===== src/rtl/vga_timing_pkg.sv =====
// Shared VGA 640x480@60 timing defaults and the per-frame update FSM state type.
package vga_timing_pkg;

    localparam int DEF_CNT_W    = 16;
    localparam int DEF_PIX_DIV  = 2;

    localparam int DEF_H_ACTIVE = 640;
    localparam int DEF_H_FP     = 16;
    localparam int DEF_H_SYNC   = 96;
    localparam int DEF_H_BP     = 48;
    localparam int DEF_V_ACTIVE = 480;
    localparam int DEF_V_FP     = 10;
    localparam int DEF_V_SYNC   = 2;
    localparam int DEF_V_BP     = 33;

    localparam int DEF_H_TOTAL    = DEF_H_ACTIVE + DEF_H_FP + DEF_H_SYNC + DEF_H_BP;
    localparam int DEF_V_TOTAL    = DEF_V_ACTIVE + DEF_V_FP + DEF_V_SYNC + DEF_V_BP;
    localparam int DEF_H_SYNC_BEG = DEF_H_ACTIVE + DEF_H_FP;
    localparam int DEF_H_SYNC_END = DEF_H_SYNC_BEG + DEF_H_SYNC;
    localparam int DEF_V_SYNC_BEG = DEF_V_ACTIVE + DEF_V_FP;
    localparam int DEF_V_SYNC_END = DEF_V_SYNC_BEG + DEF_V_SYNC;

    typedef enum logic [1:0] {
        IDLE = 2'd0,
        REQ  = 2'd1,
        DONE = 2'd2
    } upd_state_e;

endpackage


===== src/rtl/vga_pix_div.sv =====
// Pixel-tick divider: counts enabled system clocks 0..PIX_DIV-1 and flags the last one.
module vga_pix_div #(
    parameter int PIX_DIV = 2
) (
    input  logic clk,
    input  logic rst_n,
    input  logic en,
    output logic pix_tick
);
    localparam int DW = (PIX_DIV > 1) ? $clog2(PIX_DIV) : 1;
    localparam logic [DW-1:0] DIV_MAX = DW'(PIX_DIV - 1);

    logic [DW-1:0] div_q, div_d;

    // NOTE: every always_comb output gets a default first, so no path can infer a latch.
    always_comb begin
        div_d = div_q;
        if (en) begin
            div_d = (div_q == DIV_MAX) ? '0 : div_q + DW'(1);
        end
    end

    // NOTE: state registers use non-blocking assignments so all flops update together.
    always_ff @(posedge clk or negedge rst_n) begin
        if (!rst_n) begin
            div_q <= '0;
        end else begin
            div_q <= div_d;
        end
    end

    assign pix_tick = en && (div_q == DIV_MAX);

endmodule


===== src/rtl/vga_scan_ctrl.sv =====
// VGA raster sequencer: pixel divider, h/v counters, sync/blank decode and per-frame update handshake.
// Define VGA_SYNC_REG_EN to register position/sync outputs (1 clk latency, pulses delayed to match).
module vga_scan_ctrl
    import vga_timing_pkg::*;
#(
    parameter int PIX_DIV  = DEF_PIX_DIV,
    parameter int H_ACTIVE = DEF_H_ACTIVE,
    parameter int H_FP     = DEF_H_FP,
    parameter int H_SYNC   = DEF_H_SYNC,
    parameter int H_BP     = DEF_H_BP,
    parameter int V_ACTIVE = DEF_V_ACTIVE,
    parameter int V_FP     = DEF_V_FP,
    parameter int V_SYNC   = DEF_V_SYNC,
    parameter int V_BP     = DEF_V_BP,
    parameter int CNT_W    = DEF_CNT_W
) (
    input  logic             clk,
    input  logic             rst_n,
    input  logic             en,
    output logic             pix_tick,
    output logic             line_end,
    output logic             frame_start,
    output logic [CNT_W-1:0] pixel_x,
    output logic [CNT_W-1:0] pixel_y,
    output logic             hsync,
    output logic             vsync,
    output logic             video_on,
    output logic             upd_req,
    input  logic             upd_ack,
    output logic             overrun
);
    localparam int H_TOTAL = H_ACTIVE + H_FP + H_SYNC + H_BP;
    localparam int V_TOTAL = V_ACTIVE + V_FP + V_SYNC + V_BP;

    localparam logic [CNT_W-1:0] H_LAST     = CNT_W'(H_TOTAL - 1);
    localparam logic [CNT_W-1:0] V_LAST     = CNT_W'(V_TOTAL - 1);
    localparam logic [CNT_W-1:0] H_ACT      = CNT_W'(H_ACTIVE);
    localparam logic [CNT_W-1:0] V_ACT      = CNT_W'(V_ACTIVE);
    localparam logic [CNT_W-1:0] H_SYNC_BEG = CNT_W'(H_ACTIVE + H_FP);
    localparam logic [CNT_W-1:0] H_SYNC_END = CNT_W'(H_ACTIVE + H_FP + H_SYNC);
    localparam logic [CNT_W-1:0] V_SYNC_BEG = CNT_W'(V_ACTIVE + V_FP);
    localparam logic [CNT_W-1:0] V_SYNC_END = CNT_W'(V_ACTIVE + V_FP + V_SYNC);
    localparam logic [CNT_W-1:0] V_REQ_LINE = CNT_W'(V_ACTIVE - 1);

    logic             tick_c, line_end_c, frame_start_c;
    logic             hsync_c, vsync_c, video_on_c;
    logic [CNT_W-1:0] h_q, h_d, v_q, v_d;
    upd_state_e       state_q, state_d;
    logic             overrun_q, overrun_d;

    vga_pix_div #(.PIX_DIV(PIX_DIV)) u_pix_div (
        .clk      (clk),
        .rst_n    (rst_n),
        .en       (en),
        .pix_tick (tick_c)
    );

    assign line_end_c    = tick_c && (h_q == H_LAST);
    assign frame_start_c = line_end_c && (v_q == V_LAST);

    always_comb begin
        h_d = h_q;
        v_d = v_q;
        if (tick_c) begin
            h_d = (h_q == H_LAST) ? '0 : h_q + CNT_W'(1);
            if (h_q == H_LAST) begin
                v_d = (v_q == V_LAST) ? '0 : v_q + CNT_W'(1);
            end
        end
    end

    // An ack arriving together with frame_start still counts: the update made it in time.
    always_comb begin
        state_d   = state_q;
        overrun_d = 1'b0;
        if (en) begin
            unique case (state_q)
                IDLE: if (line_end_c && (v_q == V_REQ_LINE)) state_d = REQ;
                REQ: begin
                    if (upd_ack) begin
                        state_d = DONE;
                    end else if (frame_start_c) begin
                        state_d   = IDLE;
                        overrun_d = 1'b1;
                    end
                end
                DONE: if (frame_start_c) state_d = IDLE;
                default: state_d = IDLE;
            endcase
        end
    end

    always_ff @(posedge clk or negedge rst_n) begin
        if (!rst_n) begin
            h_q       <= '0;
            v_q       <= '0;
            state_q   <= IDLE;
            overrun_q <= 1'b0;
        end else begin
            h_q       <= h_d;
            v_q       <= v_d;
            state_q   <= state_d;
            overrun_q <= overrun_d;
        end
    end

    assign hsync_c    = !((h_q >= H_SYNC_BEG) && (h_q < H_SYNC_END));
    assign vsync_c    = !((v_q >= V_SYNC_BEG) && (v_q < V_SYNC_END));
    assign video_on_c = (h_q < H_ACT) && (v_q < V_ACT);

    assign upd_req = (state_q == REQ);
    assign overrun = overrun_q;

`ifdef VGA_SYNC_REG_EN
    logic [CNT_W-1:0] pixel_x_q, pixel_y_q;
    logic             hsync_q, vsync_q, video_on_q;
    logic             pix_tick_q, line_end_q, frame_start_q;

    // Pulse delays always load so a pulse never repeats while en is low.
    always_ff @(posedge clk or negedge rst_n) begin
        if (!rst_n) begin
            pixel_x_q     <= '0;
            pixel_y_q     <= '0;
            hsync_q       <= 1'b1;
            vsync_q       <= 1'b1;
            video_on_q    <= 1'b0;
            pix_tick_q    <= 1'b0;
            line_end_q    <= 1'b0;
            frame_start_q <= 1'b0;
        end else begin
            pix_tick_q    <= tick_c;
            line_end_q    <= line_end_c;
            frame_start_q <= frame_start_c;
            if (en) begin
                pixel_x_q  <= h_q;
                pixel_y_q  <= v_q;
                hsync_q    <= hsync_c;
                vsync_q    <= vsync_c;
                video_on_q <= video_on_c;
            end
        end
    end

    assign pixel_x     = pixel_x_q;
    assign pixel_y     = pixel_y_q;
    assign hsync       = hsync_q;
    assign vsync       = vsync_q;
    assign video_on    = video_on_q;
    assign pix_tick    = pix_tick_q;
    assign line_end    = line_end_q;
    assign frame_start = frame_start_q;
`else
    assign pixel_x     = h_q;
    assign pixel_y     = v_q;
    assign hsync       = hsync_c;
    assign vsync       = vsync_c;
    assign video_on    = video_on_c;
    assign pix_tick    = tick_c;
    assign line_end    = line_end_c;
    assign frame_start = frame_start_c;
`endif

endmodule


===== config.mk =====
export PLATFORM = sky130hd
export DESIGN_NAME = vga_scan_ctrl
export DESIGN_NICKNAME = d
export VERILOG_FILES = /design/src/rtl/vga_timing_pkg.sv /design/src/rtl/vga_pix_div.sv /design/src/rtl/vga_scan_ctrl.sv
export SDC_FILE = /design/constraint.sdc
export NUM_CORES = 1
export LEC_CHECK = 0
export ABC_AREA = 0
export CORE_ASPECT_RATIO = 0.7
export CORE_MARGIN = 3
export CORE_UTILIZATION = 54
export DETAILED_ROUTE_END_ITERATION = 8
export PLACE_DENSITY = 0.84
export SLEW_MARGIN = 20
export SYNTH_ARGS = -nofsm -noshare
export SYNTH_HDL_FRONTEND = slang
export SYNTH_HIERARCHICAL = 1
export SYNTH_SLANG_ARGS = --single-unit

===== constraint.sdc =====
create_clock -name clk -period 2.86 [get_ports clk]
set_input_delay 0.572 -clock clk [delete_from_list [all_inputs] [get_ports clk]]
set_output_delay 0.572 -clock clk [all_outputs]
set_load 0.02 [all_outputs]

==> flow_summary_export.csv, run 1 <==
group,metric,value,unit
worst_setup_path,critical-path-slowest-cell,"clkdlybuf4s50_1",
clock_tree,cts.path.max_buffers,2,
worst_setup_path,cp_cell_sequence,"nor4_4 > nand4b_1 > nor3_1 > clkdlybuf4s50_1",
worst_setup_path,cell_depth_of_the_worst_flop_to_flop_path,7,
sta,timing.final.hold_violations,0,
worst_setup_path,ff2ff_setup_slack,0.98,ns
global_routing,grt_pass1_wl,7969,um
drt,wl,4524,um
clock_tree,clk_pin_slew_worst_paths,0.07,ns
layout,ant_diodes,0,
clock_tree,cts_inserted_buffers,5,
worst_hold_path,whs_path_depth,1,
synthesis,synth.net_count,208,
sta,period_needed,2.726,ns
synthesis,synthArstFlopShare,100.0,%
worst_hold_path,hold_path_class,"register to register",
synthesis,biggest_area_consumer_among_synthesized_cells,"dfrtp_1",
job,drv.max_cap_violation_count,0,
global_routing,number_of_global_route_vias_before_repair,1626,
clock_tree,numClockSinks,36,
power,cellInternalPower,906.4,uW
clock_tree,tritoncts,"done",
power,p_clk_share,28.2,%
synthesis,yosys.area.top_type_share,44.50,%
global_routing,grt_overflow_total,0,
floorplan,die_area,0.004531,mm2
synthesis,synth-warning-count,6,
worst_hold_path,worstHoldStart,"u_pix_div/div_q$_DFFE_PN0P_",
synthesis,ys_dominant_reg_cell,"dfrtp_1",
synthesis,synth_cell_types,43,
floorplan,ports,44,
synthesis,post-synth-top-count-cell,"dfrtp_1",
drt,wl_per_cell,14.83,um
power,static-leakage-power,0.001177,uW
sta,hold-worst-slack,0.4677,ns
layout,area_growth,32.14,%
drt,detail_route.drc_violations,0,
sta,timing.slew.headroom,70.17,%
power,share_seq_of_total_power,48.8,%
synthesis,syn_avg_cell_area,10.17,um2
worst_setup_path,data_arrival_time_of_the_critical_path,2.15,ns
worst_setup_path,timing.setup.critical_path_class,"register to output pin",
layout,fillers,255,
synthesis,yosys-top-cells-count,"36 x dfrtp_1, 18 x nor2_1, 17 x xor2_1",
clock_tree,cts_max_level,2,
power,report.power.total,1286,uW
power,power-per-cell-area,480.7,mW/mm2
sta,tns,0,ns
sta,tightest_slew,0.4475,ns
power,sw_pwr,379.5,uW
power,ir_worst_vdd,0.0005179,V
sta,timing.final.setup_violations,0,
worst_setup_path,cpLargestDelayFamily,"simple AND/OR/NAND/NOR gates",
drt,route.detailed.vias_per_inst,5.567,
clock_tree,hold_buffers,0,
global_routing,grt_start_max_net_pins,37,
layout,drive_above_1_share,12.40,%
drt,via_count,1698,
placed_design,buffer_ports.inserted,43,
worst_setup_path,cp.buffers_inverters,1,
worst_setup_path,setup.worst_path.start_class,"register",
placed_design,dpl.cell_count,297,
worst_setup_path,r2r-end,"state_q[0]$_DFFE_PN0P_",
synthesis,number_of_instances_in_the_synthesized_netlist,199,
synthesis,synth-seq-area-share,44.50,%
global_routing,all_layer_gr_usage,22.36,%
sta,clock_skew,0.004004,ns
worst_setup_path,regToRegStartpoint,"pixel_x[0]$_DFFE_PN0P_",
clock_tree,post-cts-setup-buffers,0,
worst_setup_path,critical_path.max_stage_delay,0.65,ns
floorplan,die_height,57.23,um
synthesis,synth.top_cells.by_area,"dfrtp_1 44%, xor2_1 7.4%, xnor2_1 3.9%",
synthesis,number_of_flip_flops_and_latches_in_the_synthesized_netlist,36,
worst_setup_path,worstSetupEndpointType,"output pin",
clock_tree,clock-root-buffer,"clkbuf_8",
sta,timing.final.max_slew_violations,0,
worst_setup_path,worst-path-max-fanout,6,
drt,dr.first_iter.drc_count,113,
floorplan,core_region_area,0.003361,mm2
run_status,run_status,"completed",
drt,drt-pass1-iter-count,4,
global_routing,grt_antenna_before_repair,0,
floorplan,floorplan.initialDensity,60.24,%
floorplan,fp-row-count,17,
worst_setup_path,worst-endpoint-required,2.29,ns
synthesis,synth.cell_area,0.002024,mm2
layout,nNetsFinal,266,
power,power.share.switching,29.51,%
layout,layoutNonFillerInstCount,305,
drt,ant_nets_after_route,0,
placed_design,gpl.final_weighted_congestion,0.8639,
worst_hold_path,hold_path_end,"u_pix_div/div_q$_DFFE_PN0P_",
sta,unrepaired_setup_endpoints_after_global_routing,"false",
floorplan,die-width,79.18,um
sta,achievable-frequency,0.3669,GHz
clock_tree,clk-insertion-delay-late,0.28,ns
power,p_comb_share,23.1,%
sta,layout_worst_path_cycle_share,95.30,%
placed_design,post_dp_hpwl,3505,um
synthesis,synth_edf_count,0,
## worst reg2reg max path: stages (launching register included)
cell and delay [ns]:
dfrtp_1 0.42, ha_1 0.19, and4_1 0.21, buf_4 0.16, nand4_4 0.17, buf_4 0.25
o31a_1 0.30, a21oi_1 0.12
## routing by layer
metal  vias up  share of wire, %  global-route usage, %
li1        824                 -                      -
met1       821                48                  32.80
met2        44                45                  33.57
met3         9               5.7                  5.521
met4         0               1.1                  5.147
met5         -                 0                      0
## flip-flops by register name, summed over array words and instances (netlist names)
signal           count
u_pix_div/div_q      1
overrun              1
state_q              2
pixel_x             16
pixel_y             16
## cell usage in the layout, fill, tap and decap left out, types with 3 or more instances in the layout
cell             instances
clkdlybuf4s50_1         41
dfrtp_1                 36
nor2_1                  18
xor2_1                  17
nand2_1                 16
buf_4                   13
nand3_1                 11
inv_1                   10
nand4_1                 10
xnor2_1                  9
and4_1                   6
nor3_1                   6
clkbuf_8                 6
ha_1                     5
and3_1                   4
a21oi_1                  4
o21ai_0                  3
mux2i_1                  3
nor3_2                   3
## stage by stage
stage               worst slack, ns  util (%)  cell area [um2]
floorplan                    0.4977         -             2024
global placement           -0.07699     76.99             2587
detailed placement          -0.1355     76.99             2587
CTS                          0.1288     79.60             2675
global route                0.03264     79.60             2675
finish                       0.1344     79.60             2675
## worst max path at each step
stage,from,to,slack (ns),cells past startpoint
floorplan,en,frame_start,0.50,6
global placement,en,frame_start,-0.08,7
detailed placement,en,frame_start,-0.14,7
CTS,en,frame_start,0.13,7
global route,pixel_y[11]$_DFFE_PN0P_,video_on,0.03,5
finish,pixel_x[11]$_DFFE_PN0P_,video_on,0.13,4
## cell type report
type	instances	area [um2]	area share (%)
Clock buffer	8	90.09	3.368
Tap cell	47	58.81	2.198
Timing Repair Buffer	56	525.5	19.64
Sequential cell	36	900.9	33.68
Inverter	10	37.54	1.403
Multi-Input combinational cell	148	1062	39.71
## timing repair
action                                  4_1_cts  5_1_grt
endpoints found under the setup margin        2        0
gates resized for setup                       2        0
endpoints found under the hold margin         0        0
## power groups by stage
stage	combinational (uW)	sequential, uW	clock (uW)
floorplan	117	672	0
global placement	292	635	0
detailed placement	303	636	0
CTS	304	627	372
global route	324	637	398
finish	297	627	362
## cell families after synthesis
| logic type | Yosys count | synth area share (%) |
|---|---|---|
| buffers and inverters | 15 | 3.028 |
| DFF | 36 | 44.50 |
| and+or+nand+nor | 98 | 31.21 |
| xor gates and xnor gates | 26 | 11.25 |
| adders and majority gates | 5 | 3.090 |
| muxes | 4 | 2.040 |
| AOI/OAI and AO/OA | 15 | 4.883 |
Note: power is estimated with default switching activity, not from simulation.
==> inputs of run 2 (changes only) <==
--- a/config.mk
+++ b/config.mk
@@ -6,9 +6,11 @@
 export NUM_CORES = 1
 export LEC_CHECK = 0
 export ABC_AREA = 0
+export ABC_CLOCK_PERIOD_IN_PS = 2860
 export CORE_ASPECT_RATIO = 0.7
 export CORE_MARGIN = 3
 export CORE_UTILIZATION = 54
+export CTS_BUF_LIST = sky130_fd_sc_hd__clkbuf_16
 export DETAILED_ROUTE_END_ITERATION = 8
 export PLACE_DENSITY = 0.84
 export SLEW_MARGIN = 20
==> run 2 against run 1 <==
Power grew 12%. Final cell count is the same. Clock power grew 41%. Combinational power grew 2%. Count of clock-buffer cells in the layout shrank 3. Die area is the same. Clock skew shrank 0.0014 ns. Fmax shrank 0.42%. Via count grew 1.5%. Non-clock buffer count is the same. Critical path depth grew 3. Worst hold slack gained 0.0064 ns. Critical path type is now input port to output pin. Critical endpoint is now frame_start. Largest power group unchanged. Highest routed layer unchanged.
==> flow_summary_export.csv, run 2 (synthesized netlist as in run 1, its figures left out) <==
group,metric,value,unit
run_status,run_status,"completed",
worst_hold_path,hold_path_class,"register to register",
floorplan,fp-row-count,17,
worst_setup_path,cell_depth_of_the_worst_flop_to_flop_path,7,
layout,layout_common_cells,"41 x clkdlybuf4s50_1, 36 x dfrtp_1, 18 x nor2_1, 17 x xor2_1, 16 x nand2_1",
drt,ant_nets_after_route,0,
placed_design,placed_area,0.002587,mm2
sta,period_needed,2.737,ns
layout,layoutNonFillerInstCount,305,
drt,drt-pass1-iter-count,4,
floorplan,floorplan.initialDensity,60.24,%
placed_design,post_dp_hpwl,3505,um
power,report.power.total,1442,uW
worst_setup_path,critical-path-slowest-cell,"clkdlybuf4s50_1",
floorplan,ports,44,
floorplan,die_height,57.23,um
sta,layout_worst_path_cycle_share,95.70,%
drt,top_layer_used,"met4",
placed_design,gpl.final_weighted_congestion,0.8639,
worst_hold_path,whs_path_depth,1,
clock_tree,tritoncts,"done",
worst_setup_path,timing.setup.critical_path_class,"input port to output pin",
sta,unrepaired_setup_endpoints_after_global_routing,"false",
drt,via_count,1723,
worst_setup_path,worstSetupEndpointType,"output pin",
sta,timing.final.hold_violations,0,
placed_design,buffer_ports.inserted,43,
global_routing,grt_start_max_net_pins,37,
worst_setup_path,worst-path-max-fanout,4,
global_routing,grt_pass1_wl,8328,um
floorplan,core_region_area,0.003361,mm2
layout,area_growth,34.43,%
global_routing,all_layer_gr_usage,23.65,%
clock_tree,cts_inserted_buffers,5,
worst_setup_path,cp_cell_sequence,"clkdlybuf4s50_1 > and2_2 > and4_1 > and3_1 > nand2_1 > nor2_1 > dlygate4sd2_1",
drt,detail_route.drc_violations,0,
sta,hold-worst-slack,0.4741,ns
clock_tree,cts.path.max_buffers,2,
power,ir_worst_vdd,0.0005430,V
worst_setup_path,worst-path-stages,7,
worst_hold_path,worstHoldStart,"u_pix_div/div_q$_DFFE_PN0P_",
drt,wl,4784,um
clock_tree,numClockSinks,36,
sta,achievable-frequency,0.3653,GHz
drt,route.met2.wl,2253,um
worst_setup_path,data_arrival_time_of_the_critical_path,2.17,ns
layout,ant_diodes,0,
clock_tree,clk-insertion-delay-late,0.28,ns
worst_hold_path,hold_path_end,"u_pix_div/div_q$_DFFE_PN0P_",
placed_design,dpl.cell_count,297,
worst_setup_path,worst-endpoint-required,2.29,ns
layout,layout.core_utilization,80.98,%
sta,timing.final.setup_violations,0,
layout,mostFrequentLayoutCell,"clkdlybuf4s50_1",
drt,wl_per_cell,15.69,um
clock_tree,clk_pin_slew_worst_paths,0.05,ns
floorplan,die_area,0.004531,mm2
power,power-per-cell-area,529.9,mW/mm2
layout,drive_above_1_share,12.02,%
clock_tree,clock-root-buffer,"clkbuf_16",
worst_setup_path,cpLargestDelayFamily,"buffers and inverters",
worst_setup_path,regToRegStartpoint,"pixel_x[0]$_DFFE_PN0P_",
global_routing,grt_antenna_before_repair,0,
layout,post-route-cell-area,0.002721,mm2
drt,m1WireLength,2217,um
worst_setup_path,r2r-end,"state_q[0]$_DFFE_PN0P_",
worst_setup_path,critical_path.max_stage_delay,0.47,ns
job,drv.max_cap_violation_count,0,
global_routing,number_of_global_route_vias_before_repair,1672,
global_routing,grt_overflow_total,0,
drt,dr.first_iter.drc_count,125,
worst_setup_path,cp.buffers_inverters,2,
sta,tightest_slew,0.4539,ns
drt,route.detailed.vias_per_inst,5.649,
worst_setup_path,setup.worst_path.start_class,"input port",
clock_tree,post-cts-setup-buffers,0,
drt,met3RoutedLength,258,um
power,static-leakage-power,0.001206,uW
sta,timing.slew.headroom,69.74,%
sta,timing.final.max_slew_violations,0,
sta,clock_skew,0.002652,ns
floorplan,die-width,79.18,um
layout,nNetsFinal,266,
worst_setup_path,ff2ff_setup_slack,0.94,ns
clock_tree,cts_max_level,2,
==> run 2: changes by cell type in the layout (fill, tap and decap cells not counted) <==
cell,before,now
inv_1,10,12
clkbuf_1,2,0
clkbuf_8,6,0
clkbuf_16,0,5
clkinv_1,0,1
==> run 2: power by group <==
part,total (uW),internal [uW],switching (uW)
combinational,303,154,149
clock,509,313,196
sequential,630,558,72.0
total,1440,1020,417
==> run 2: worst max-delay path by stage <==
stage | to | slack, ns | start
after global routing | frame_start | 0.02 | en
after global placement | frame_start | -0.08 | en
after detailed placement | frame_start | -0.14 | en
after CTS | frame_start | 0.11 | en
after floorplan | frame_start | 0.50 | en
final | frame_start | 0.12 | en
==> run 2: metrics by stage <==
| stage | setup TNS [ns] | setup slack [ns] |
|---|---|---|
| finish | 0 | 0.1229 |
| global route | 0 | 0.01965 |
| CTS | 0 | 0.1124 |
| detailed placement | -0.2571 | -0.1355 |
| global placement | -0.1281 | -0.07699 |
| floorplan | 0 | 0.4977 |
==> run 2: repair_timing <==
action	4_1_cts	5_1_grt
endpoints found under the setup margin	2	0
resized for setup	2	0
hold endpoints to repair	0	0
hold buffers	0	0
==> run 2: per-layer routing <==
layer	up-vias	global-route usage (%)
li1	824	-
met1	848	33.50
met5	-	0
met2	46	36.69
met3	5	5.363
met4	0	6.618
==> run 2: final cells by class <==
class,count,area [um2]
flip-flops and latches,36,900.9
fillers,242,639.4
clock buffers,5,125.1
repair buffers,56,525.5
clock inverters,3,11.26
well taps,47,58.81
inverters,10,37.54
multi-input cells,148,1062
==> inputs of run 3 (changes only) <==
--- a/config.mk
+++ b/config.mk
@@ -6,13 +6,13 @@
 export NUM_CORES = 1
 export LEC_CHECK = 0
 export ABC_AREA = 0
-export ABC_CLOCK_PERIOD_IN_PS = 2860
+export ABC_CLOCK_PERIOD_IN_PS = 2450
 export CORE_ASPECT_RATIO = 0.7
 export CORE_MARGIN = 3
-export CORE_UTILIZATION = 54
+export CORE_UTILIZATION = 46
 export CTS_BUF_LIST = sky130_fd_sc_hd__clkbuf_16
 export DETAILED_ROUTE_END_ITERATION = 8
-export PLACE_DENSITY = 0.84
+export PLACE_DENSITY = 0.83
 export SLEW_MARGIN = 20
 export SYNTH_ARGS = -nofsm -noshare
 export SYNTH_HDL_FRONTEND = slang
==> constraint.sdc (replaced) <==
create_clock -name clk -period 2.45 [get_ports clk]
set_input_delay 0.49 -clock clk [delete_from_list [all_inputs] [get_ports clk]]
set_output_delay 0.49 -clock clk [all_outputs]
set_load 0.02 [all_outputs]
==> run 3 against run 2 <==
Die area increased by 16%. Combinational power increased by 45%. Sequential power increased by 11%. Core utilization decreased by 9.2 points. Power increased by 20%. Clock skew increased by 0.0031 ns. Global-route usage decreased by 2.3 points. Register-to-register slack got worse by 0.34 ns. Worst hold slack got worse by 0.0051 ns. Final cell count increased by 10%. Count of clock-buffer cells in the layout unchanged. Critical path type is now register to output pin. Highest routed layer unchanged.
==> flow_summary_export.csv, run 3 (synthesized netlist as in run 1, its figures left out) <==
group,metric,value,unit
layout,ant_diodes,0,
sta,period_needed,2.368,ns
job,drv.max_cap_violation_count,0,
worst_setup_path,cell_depth_of_the_worst_flop_to_flop_path,6,
power,power-per-cell-area,592.6,mW/mm2
power,ir_worst_vdd,0.0005919,V
power,report.power.total,1729,uW
clock_tree,cts_max_level,2,
global_routing,grt_util_met1,30.30,%
sta,achievable-frequency,0.4223,GHz
sta,tns,0,ns
clock_tree,tritoncts,"done",
worst_hold_path,hold_path_class,"register to register",
sta,hold-worst-slack,0.4690,ns
layout,fillers,307,
worst_setup_path,worst-path-max-fanout,2,
global_routing,grt_overflow_total,0,
clock_tree,clk_pin_slew_worst_paths,0.05,ns
global_routing,gr-usage-met3,6.016,%
sta,tightest_slew,0.4667,ns
sta,timing.final.setup_violations,0,
sta,timing.final.max_slew_violations,0,
sta,unrepaired_setup_endpoints_after_global_routing,"false",
global_routing,gr-usage-met2,33.19,%
worst_setup_path,data_arrival_time_of_the_critical_path,1.88,ns
layout,layout.core_utilization,71.78,%
clock_tree,cts.path.max_buffers,2,
placed_design,post_dp_hpwl,3743,um
floorplan,die_area,0.005246,mm2
worst_setup_path,r2r-end,"pixel_y[9]$_DFFE_PN0P_",
worst_setup_path,worstSetupEndpointType,"output pin",
drt,wl,4986,um
clock_tree,hold_buffers,0,
worst_setup_path,regToRegStartpoint,"pixel_x[1]$_DFFE_PN0P_",
worst_setup_path,ff2ff_setup_slack,0.60,ns
worst_setup_path,critical_path_launch_point,"pixel_x[12]$_DFFE_PN0P_",
worst_setup_path,timing.setup.critical_path_class,"register to output pin",
global_routing,grt_peak_use_layer,"met2",
sta,clock_skew,0.005740,ns
layout,multi_input_logic_area,0.001065,mm2
drt,wl_per_cell,14.84,um
floorplan,fp-row-count,19,
worst_setup_path,setup.worst_path.start_class,"register",
clock_tree,numClockSinks,36,
drt,via_count,1784,
floorplan,die_height,61.51,um
worst_setup_path,worstSetupEndpoint,"video_on",
layout,mostFrequentLayoutCell,"buf_4",
run_status,run_status,"completed",
drt,drt-pass1-iter-count,4,
floorplan,ports,44,
sta,layout_worst_path_cycle_share,96.65,%
sta,timing.final.hold_violations,0,
global_routing,grt_antenna_before_repair,0,
layout,area_growth,44.13,%
placed_design,gpl.final_weighted_congestion,0.9179,
power,static-leakage-power,0.001335,uW
layout,drive_above_1_share,21.13,%
global_routing,grt_pass1_wl,8680,um
layout,seq_area,900.9,um2
clock_tree,clock-root-buffer,"clkbuf_16",
layout,nNetsFinal,292,
drt,ant_nets_after_route,0,
drt,detail_route.drc_violations,0,
global_routing,grt_start_max_net_pins,37,
placed_design,buffer_ports.inserted,43,
clock_tree,clk-insertion-delay-late,0.28,ns
floorplan,floorplan.initialDensity,49.80,%
global_routing,all_layer_gr_usage,21.36,%
clock_tree,cts_inserted_buffers,5,
worst_setup_path,worst-endpoint-required,1.96,ns
sta,timing.slew.headroom,68.89,%
floorplan,die-width,85.29,um
drt,dr.first_iter.drc_count,112,
drt,route.detailed.vias_per_inst,5.310,
layout,layout_common_cells,"39 x buf_4, 38 x clkdlybuf4s50_1, 36 x dfrtp_1, 18 x nor2_1, 17 x xor2_1",
global_routing,number_of_global_route_vias_before_repair,1814,
floorplan,core_region_area,0.004065,mm2
==> run 3: changes by cell type in the layout (fill, tap and decap cells not counted), sizes merged <==
cell | previous run | this run
buf | 13 | 41
dlymetal6s2s | 0 | 1
clkdlybuf4s50 | 41 | 38
==> run 3: where the power goes <==
group | switching [uW] | leakage [uW] | internal [uW]
combinational | 215 | 0.000796 | 225
sequential | 47.3 | 0.000465 | 652
clock | 224 | 0.0000738 | 365
==> run 3: worst min path at each step <==
stage	start	endpoint	slack (ns)	cells after the start
final	u_pix_div/div_q$_DFFE_PN0P_	u_pix_div/div_q$_DFFE_PN0P_	0.47	1
after global routing	u_pix_div/div_q$_DFFE_PN0P_	u_pix_div/div_q$_DFFE_PN0P_	0.48	1
after CTS	u_pix_div/div_q$_DFFE_PN0P_	u_pix_div/div_q$_DFFE_PN0P_	0.47	1
after detailed placement	u_pix_div/div_q$_DFFE_PN0P_	u_pix_div/div_q$_DFFE_PN0P_	0.46	1
after global placement	u_pix_div/div_q$_DFFE_PN0P_	u_pix_div/div_q$_DFFE_PN0P_	0.45	1
after floorplan	rst_n	overrun$_DFF_PN0_	0.19	0
==> run 3: worst max-delay path, stage by stage, from the launching register on <==
cell           delay, ns
dfrtp_1             0.40
nor4_4              0.34
buf_4               0.18
nand4b_1            0.09
nor3_1              0.21
dlygate4sd2_1       0.37
==> run 3: per-stage QoR <==
stage	cells	area (um2)	worst slack, ns
after floorplan	199	2024	0.2517
after global placement	327	2781	-0.3236
after detailed placement	327	2781	-0.3549
after CTS	336	2913	0.007126
after global routing	336	2918	0.006094
final	336	2918	0.08202
==> run 3: metal layers <==
| layer | wire (um) | vias to the layer above |
|---|---|---|
| met2 | 2169 | 60 |
| li1 | - | 877 |
| met5 | 0 | - |
| met4 | 13 | 0 |
| met3 | 363 | 2 |
| met1 | 2439 | 845 |
==> run 3: area by class of cell <==
class	count	area share (%)
multi-input cells	148	36.49
clock buffers	5	4.288
inverters	10	1.286
clock inverters	3	0.3859
flip-flops and latches	36	30.87
well taps	52	2.230
repair buffers	82	24.44
==> run 3: what timing repair did <==
action	CTS	global route
gates resized for setup	10	2
endpoints found under the setup margin	4	2
pin swaps	1	0
setup buffers	1	0
